### src/rtl/md_issue_ctrl_pkg.sv
// rtl/md_issue_ctrl_pkg.sv - shared MDop codes and issue-controller state encoding
package md_issue_ctrl_pkg;

  // MDop codes understood by the multiply/divide unit
  localparam logic [2:0] MULTU = 3'b000;
  localparam logic [2:0] MULT  = 3'b001;
  localparam logic [2:0] DIVU  = 3'b010;
  localparam logic [2:0] DIV   = 3'b011;
  localparam logic [2:0] MSUB  = 3'b100;

  typedef enum logic [1:0] {
    IDLE   = 2'd0,
    LAUNCH = 2'd1,
    BUSY   = 2'd2
  } md_state_t;

  // Codes above MSUB are not defined for the unit
  function automatic logic is_bad_mdop(input logic [2:0] op);
    return op > MSUB;
  endfunction

endpackage

### src/rtl/md_issue_ctrl.sv
// rtl/md_issue_ctrl.sv - E-stage issue/stall controller for the multiply/divide unit
module md_issue_ctrl
  import md_issue_ctrl_pkg::*;
#(
  parameter int TIMEOUT = 16,
  parameter int CNT_W   = 16
) (
  input  logic             clk,
  input  logic             reset,
  input  logic             e_valid,
  input  logic             e_flush,
  input  logic             e_start,
  input  logic [2:0]       e_mdop,
  input  logic             e_mthi,
  input  logic             e_mtlo,
  input  logic             e_mfhilo,
  input  logic [31:0]      e_rs,
  input  logic [31:0]      e_rt,
  input  logic             md_busy,
  output logic             md_start,
  output logic [2:0]       md_op,
  output logic [31:0]      md_a,
  output logic [31:0]      md_b,
  output logic             md_hiwrite,
  output logic             md_lowrite,
  output logic             stall_e,
  output logic             err,
  output logic [CNT_W-1:0] issue_count
);

  localparam int WD_W = (TIMEOUT > 2) ? $clog2(TIMEOUT) : 1;
  localparam logic [WD_W-1:0] WD_LAST = WD_W'(TIMEOUT - 1);

  md_state_t        r_state, w_state_nxt;
  logic [WD_W-1:0]  r_wd_cnt, w_wd_nxt;
  logic             r_err, w_err_nxt;
  logic [CNT_W-1:0] r_issue_count, w_count_nxt;

  logic w_live, w_mdcls, w_stall, w_cmd_ok, w_start, w_conflict, w_bad_op;

  // Reset is folded into w_live so every command output and the stall drop to 0 while reset is low
  assign w_live   = reset & e_valid & ~e_flush;
  assign w_mdcls  = e_start | e_mthi | e_mtlo | e_mfhilo;
  // A start seen in BUSY waits one more cycle even when Busy has already fallen
  assign w_stall  = w_live & w_mdcls &
                    ((r_state == LAUNCH) | md_busy | ((r_state == BUSY) & e_start));
  assign w_cmd_ok = w_live & ~w_stall & (r_state != LAUNCH);
  assign w_start  = w_cmd_ok & e_start;

  assign md_start   = w_start;
  assign md_op      = w_start ? e_mdop : MULTU;
  assign md_a       = reset ? e_rs : 32'd0;
  assign md_b       = reset ? e_rt : 32'd0;
  assign md_hiwrite = w_cmd_ok & e_mthi & ~e_start;
  assign md_lowrite = w_cmd_ok & e_mtlo & ~e_start & ~e_mthi;
  assign stall_e    = w_stall;

  assign w_conflict = w_live & ((e_start & e_mthi) | (e_start & e_mtlo) | (e_mthi & e_mtlo));
  assign w_bad_op   = w_start & is_bad_mdop(e_mdop);

  assign err         = r_err;
  assign issue_count = r_issue_count;

  // Next state, watchdog, sticky error and issue counter
  always_comb begin
    w_state_nxt = r_state;
    w_wd_nxt    = r_wd_cnt;
    w_err_nxt   = r_err | w_conflict | w_bad_op;
    w_count_nxt = r_issue_count;
    case (r_state)
      IDLE: begin
        if (w_start) begin
          w_state_nxt = LAUNCH;
          w_count_nxt = r_issue_count + CNT_W'(1);
        end
      end
      LAUNCH: begin
        if (md_busy) begin
          w_state_nxt = BUSY;
          w_wd_nxt    = '0;
        end else begin
          // the unit never raised Busy: it ignored the start
          w_err_nxt   = 1'b1;
          w_state_nxt = IDLE;
        end
      end
      BUSY: begin
        if (!md_busy) begin
          w_state_nxt = IDLE;
        end else if (r_wd_cnt == WD_LAST) begin
          w_err_nxt   = 1'b1;
          w_state_nxt = IDLE;
        end else begin
          w_wd_nxt = r_wd_cnt + WD_W'(1);
        end
      end
      default: w_state_nxt = IDLE;
    endcase
  end

  // State and counter registers
  always_ff @(posedge clk or negedge reset) begin
    if (!reset) begin
      r_state       <= IDLE;
      r_wd_cnt      <= '0;
      r_err         <= 1'b0;
      r_issue_count <= '0;
    end else begin
      r_state       <= w_state_nxt;
      r_wd_cnt      <= w_wd_nxt;
      r_err         <= w_err_nxt;
      r_issue_count <= w_count_nxt;
    end
  end

endmodule
### config.mk
export PLATFORM = sky130hd
export DESIGN_NAME = md_issue_ctrl
export DESIGN_NICKNAME = d
export VERILOG_FILES = /design/src/rtl/md_issue_ctrl_pkg.sv /design/src/rtl/md_issue_ctrl.sv
export SDC_FILE = /design/constraint.sdc
export NUM_CORES = 1
export LEC_CHECK = 0
export CORE_MARGIN = 3
export CORE_UTILIZATION = 32
export CTS_CLUSTER_DIAMETER = 150
export DETAILED_ROUTE_END_ITERATION = 16
export GPL_TIMING_DRIVEN = 0
export PLACE_DENSITY = 0.92
export SLEW_MARGIN = 20
export SYNTH_ARGS = -nofsm -noshare
export SYNTH_HDL_FRONTEND = slang
export SYNTH_SLANG_ARGS = --single-unit
### constraint.sdc
create_clock -name clk -period 6.05 [get_ports clk]
set_input_delay 1.5125 -clock clk [delete_from_list [all_inputs] [get_ports clk]]
set_output_delay 1.5125 -clock clk [all_outputs]
set_load 0.03 [all_outputs]
==> results.sh <==
export IMPL_syn_inst=190
export IMPL_grt_pass1_vias=2084
export IMPL_grt_max_degree=26
export IMPL_dp_hpwl_um=5665
export IMPL_power_density_mw_per_mm2=182.6
export IMPL_yosys_warnings=0
export IMPL_yosysSeqAreaShare=0.3461
export IMPL_regToRegStartpoint="r_state[0]"
export IMPL_io_buffers=163
export IMPL_finalSetupViolCount=0
export IMPL_timing_final_crit_share=0.8549
export IMPL_cts_resized=0
export IMPL_diodes=0
export IMPL_peakVddDrop_v=0.00008856
export IMPL_dr_pass1_iters=4
export IMPL_synth_top_family_by_area="simple AND/OR/NAND/NOR gates"
export IMPL_cp_start_kind="primary input"
export IMPL_crit_path_frequent_cell="clkdlybuf4s50_1"
export IMPL_synthAdderAreaFrac=0.03762
export IMPL_die_h_um=78.09
export IMPL_report_final_hold_viol_count=0
export IMPL_ys_seq_elements=23
export IMPL_regArea_um2=575.6
export IMPL_ios=164
export IMPL_coreArea_mm2=0.004880
export IMPL_synthSimpleGateAreaFrac=0.4485
export IMPL_r2r_end="issue_count[5]"
export IMPL_yosysTopAreaCell="dfrtp_1"
export IMPL_clockRootBuffer="clkbuf_8"
export IMPL_cts_made_buffers=3
export IMPL_r2r_slack_ns=3.89
export IMPL_rsz0062_at_grt="false"
export IMPL_synth_top_cell_area_share=0.3461
export IMPL_synth_mux_area_frac=0.01881
export IMPL_fin_area_mm2=0.003420
export IMPL_slew_headroom=0.6394
export IMPL_worst_hold_path_num_cells=1
export IMPL_fin_util=0.7008
export IMPL_syn_nets=271
export IMPL_viasPerCell=4.618
export IMPL_drive_gt1_frac=0.03641
export IMPL_slew_violations=0
export IMPL_ant_nets=0
export IMPL_max_freq_ghz=0.1934
export IMPL_fillCellCount=378
export IMPL_clock_skew_ns=0.001236
export IMPL_track_usage=0.2125
export IMPL_worstPathCellList="clkdlybuf4s50_1, or4b_4, nor2_4, and2_1, clkdlybuf4s50_1"
export IMPL_cellLeakagePower_uw=0.001382
export IMPL_drt_iter0_markers=69
export IMPL_num_vias=1958
export IMPL_cts_clk_slew_worst_paths_ns=0.08
export IMPL_multiInputGateArea_mm2=0.001046
export IMPL_endpoint_kind="output pin"
export IMPL_start_util=0.3408
export IMPL_cap_violations=0
export IMPL_wl_per_cell_um=15.25
export IMPL_status="finished clean"
export IMPL_synth_cell_types=33
export IMPL_holdCritStartpoint="issue_count[15]"
export IMPL_cts_tree="done"
export IMPL_startpoint="e_start"
export IMPL_final_nets=439
export IMPL_antenna_found_initial=0
export IMPL_synth_compound_area_frac=0.03461
export IMPL_synth_avg_cell_area_um2=8.752
export IMPL_wl_um=6464
export IMPL_worstMarginPinSlew_ns=0.5409
export IMPL_criticalPathCategory="in2out"
export IMPL_die_area_mm2=0.006097
export IMPL_cts_buffer_depth=2
export IMPL_place_area_mm2=0.003378
export IMPL_syn_area_mm2=0.001663
export IMPL_globalplace_congestion=0.8563
export IMPL_crit_fanout=7
export IMPL_cp_endpoint="md_op[0]"
export IMPL_crit_slowest_cell="clkdlybuf4s50_1"
export IMPL_num_rows=25
export IMPL_yosys_top_cells_area="dfrtp_1 35%, and2_1 25%, xnor2_1 7.9%"
export IMPL_cp_required_ns=4.54
export IMPL_setup_tns_ns=0
export IMPL_cts_sinks=23
export IMPL_grt_pass1_wl_um=10400
export IMPL_dieWidth_um=78.09
export IMPL_r2r_cells=6
export IMPL_area_growth_pct=105.6
export IMPL_layout_min_cycle_time_ns=5.172
export IMPL_hp_class="reg2reg"
export IMPL_overflow=0
export IMPL_htree_num_levels=1
export IMPL_synth_xor_area_frac=0.08954
export IMPL_cts_hold_buffers_added=0
export IMPL_arrival_ns=3.66
export IMPL_slowest_delay_ns=0.66
export IMPL_drc=0
export IMPL_clk_latency_ns=0.27
export IMPL_cts_setup_buffers=0
==> metrics by stage <==
stage | total power (uW) | hold WS (ns) | cells | worst slack (ns)
6_report | 624.5 | 0.4905 | 424 | 0.8781
5_1_grt | 664.5 | 0.5182 | 424 | 0.7253
4_1_cts | 630.0 | 0.5040 | 424 | 0.09012
3_5_place_dp | 535.3 | 0.4924 | 420 | 0.09121
3_3_place_gp | 525.4 | 0.4606 | 420 | 0.1113
2_1_floorplan | 380.3 | 0.4777 | 190 | 1.676
==> worst min path at each step <==
| stage | endpoint | slack, ns |
|---|---|---|
| final | issue_count[15] | 0.49 |
| after CTS | issue_count[15] | 0.50 |
| after global routing | issue_count[15] | 0.52 |
| after detailed placement | issue_count[15] | 0.49 |
| after global placement | issue_count[15] | 0.46 |
| after floorplan | r_wd_cnt[0] | 0.48 |
==> cell usage in the layout, fill, tap and decap left out, types with 3 or more instances in the layout <==
cell / count
and2_1: 67
clkbuf_1: 7
clkbuf_8: 3
clkdlybuf4s50_1: 162
dfrtp_1: 23
ha_1: 5
inv_1: 4
nand2_1: 15
nand3_1: 10
nand4_1: 4
nor2_1: 6
o21ai_0: 4
xnor2_1: 15
==> cell usage after synthesis (all sizes together) <==
cell	instances
nor2b	2
nand3	10
dfrtp	23
nand2b	1
and3	2
xnor2	15
nand3b	1
nor4	1
and2	67
and4	2
xor2	2
nor3b	1
nor4b	1
a21oi	2
o31ai	1
o21ai	5
nand4	4
or2	2
ha	5
o2111ai	1
o22ai	1
nor2	7
nor3	4
mux2	1
nand2	15
mux2i	2
inv	4
or4b	1
clkbuf	7
==> power by group <==
part	internal (uW)	switching (uW)	total [uW]	leakage, uW
clock network	46.0	48.8	94.8	0.0000255
logic	157	174	332	0.00104
registers	177	21.4	198	0.000315
total	380	244	625	0.00138
==> worst max-delay path: cells and delay by family <==
| family | cells | cell delay, ns |
|---|---|---|
| AND/OR/NAND/NOR | 3 | 0.92 |
| buffers and inverters | 2 | 1.22 |
==> sequential cells by signal (all words and copies together) (netlist names) <==
| name | count |
|---|---|
| r_state | 2 |
| r_wd_cnt | 4 |
| issue_count | 16 |
| err | 1 |
==> final cells by class <==
type,count,area share
Buffer,7,0.007684
Sequential cell,23,0.1683
Tap cell,67,0.02452
Clock inverter,1,0.001464
Multi-Input combinational cell,156,0.3059
Inverter,4,0.004391
Clock buffer,3,0.01207
Timing Repair Buffer,163,0.4757
==> cells by family after synthesis <==
family	count (synthesis)
and+or+nand+nor	121
DFF	23
xor gates and xnor gates	17
buffers and inverters	11
AOI/OAI and AO/OA	10
adders and majority gates	5
muxes	3
==> per-layer routing <==
layer / vias to the layer above / global-route usage / share of wire
li1: 955 / - / -
met1: 888 / 0.2272 / 0.36
met2: 99 / 0.3818 / 0.51
met3: 16 / 0.05390 / 0.081
met4: 0 / 0.1136 / 0.052
met5: - / 0 / 0
Note: power is estimated with default switching activity, not from simulation.
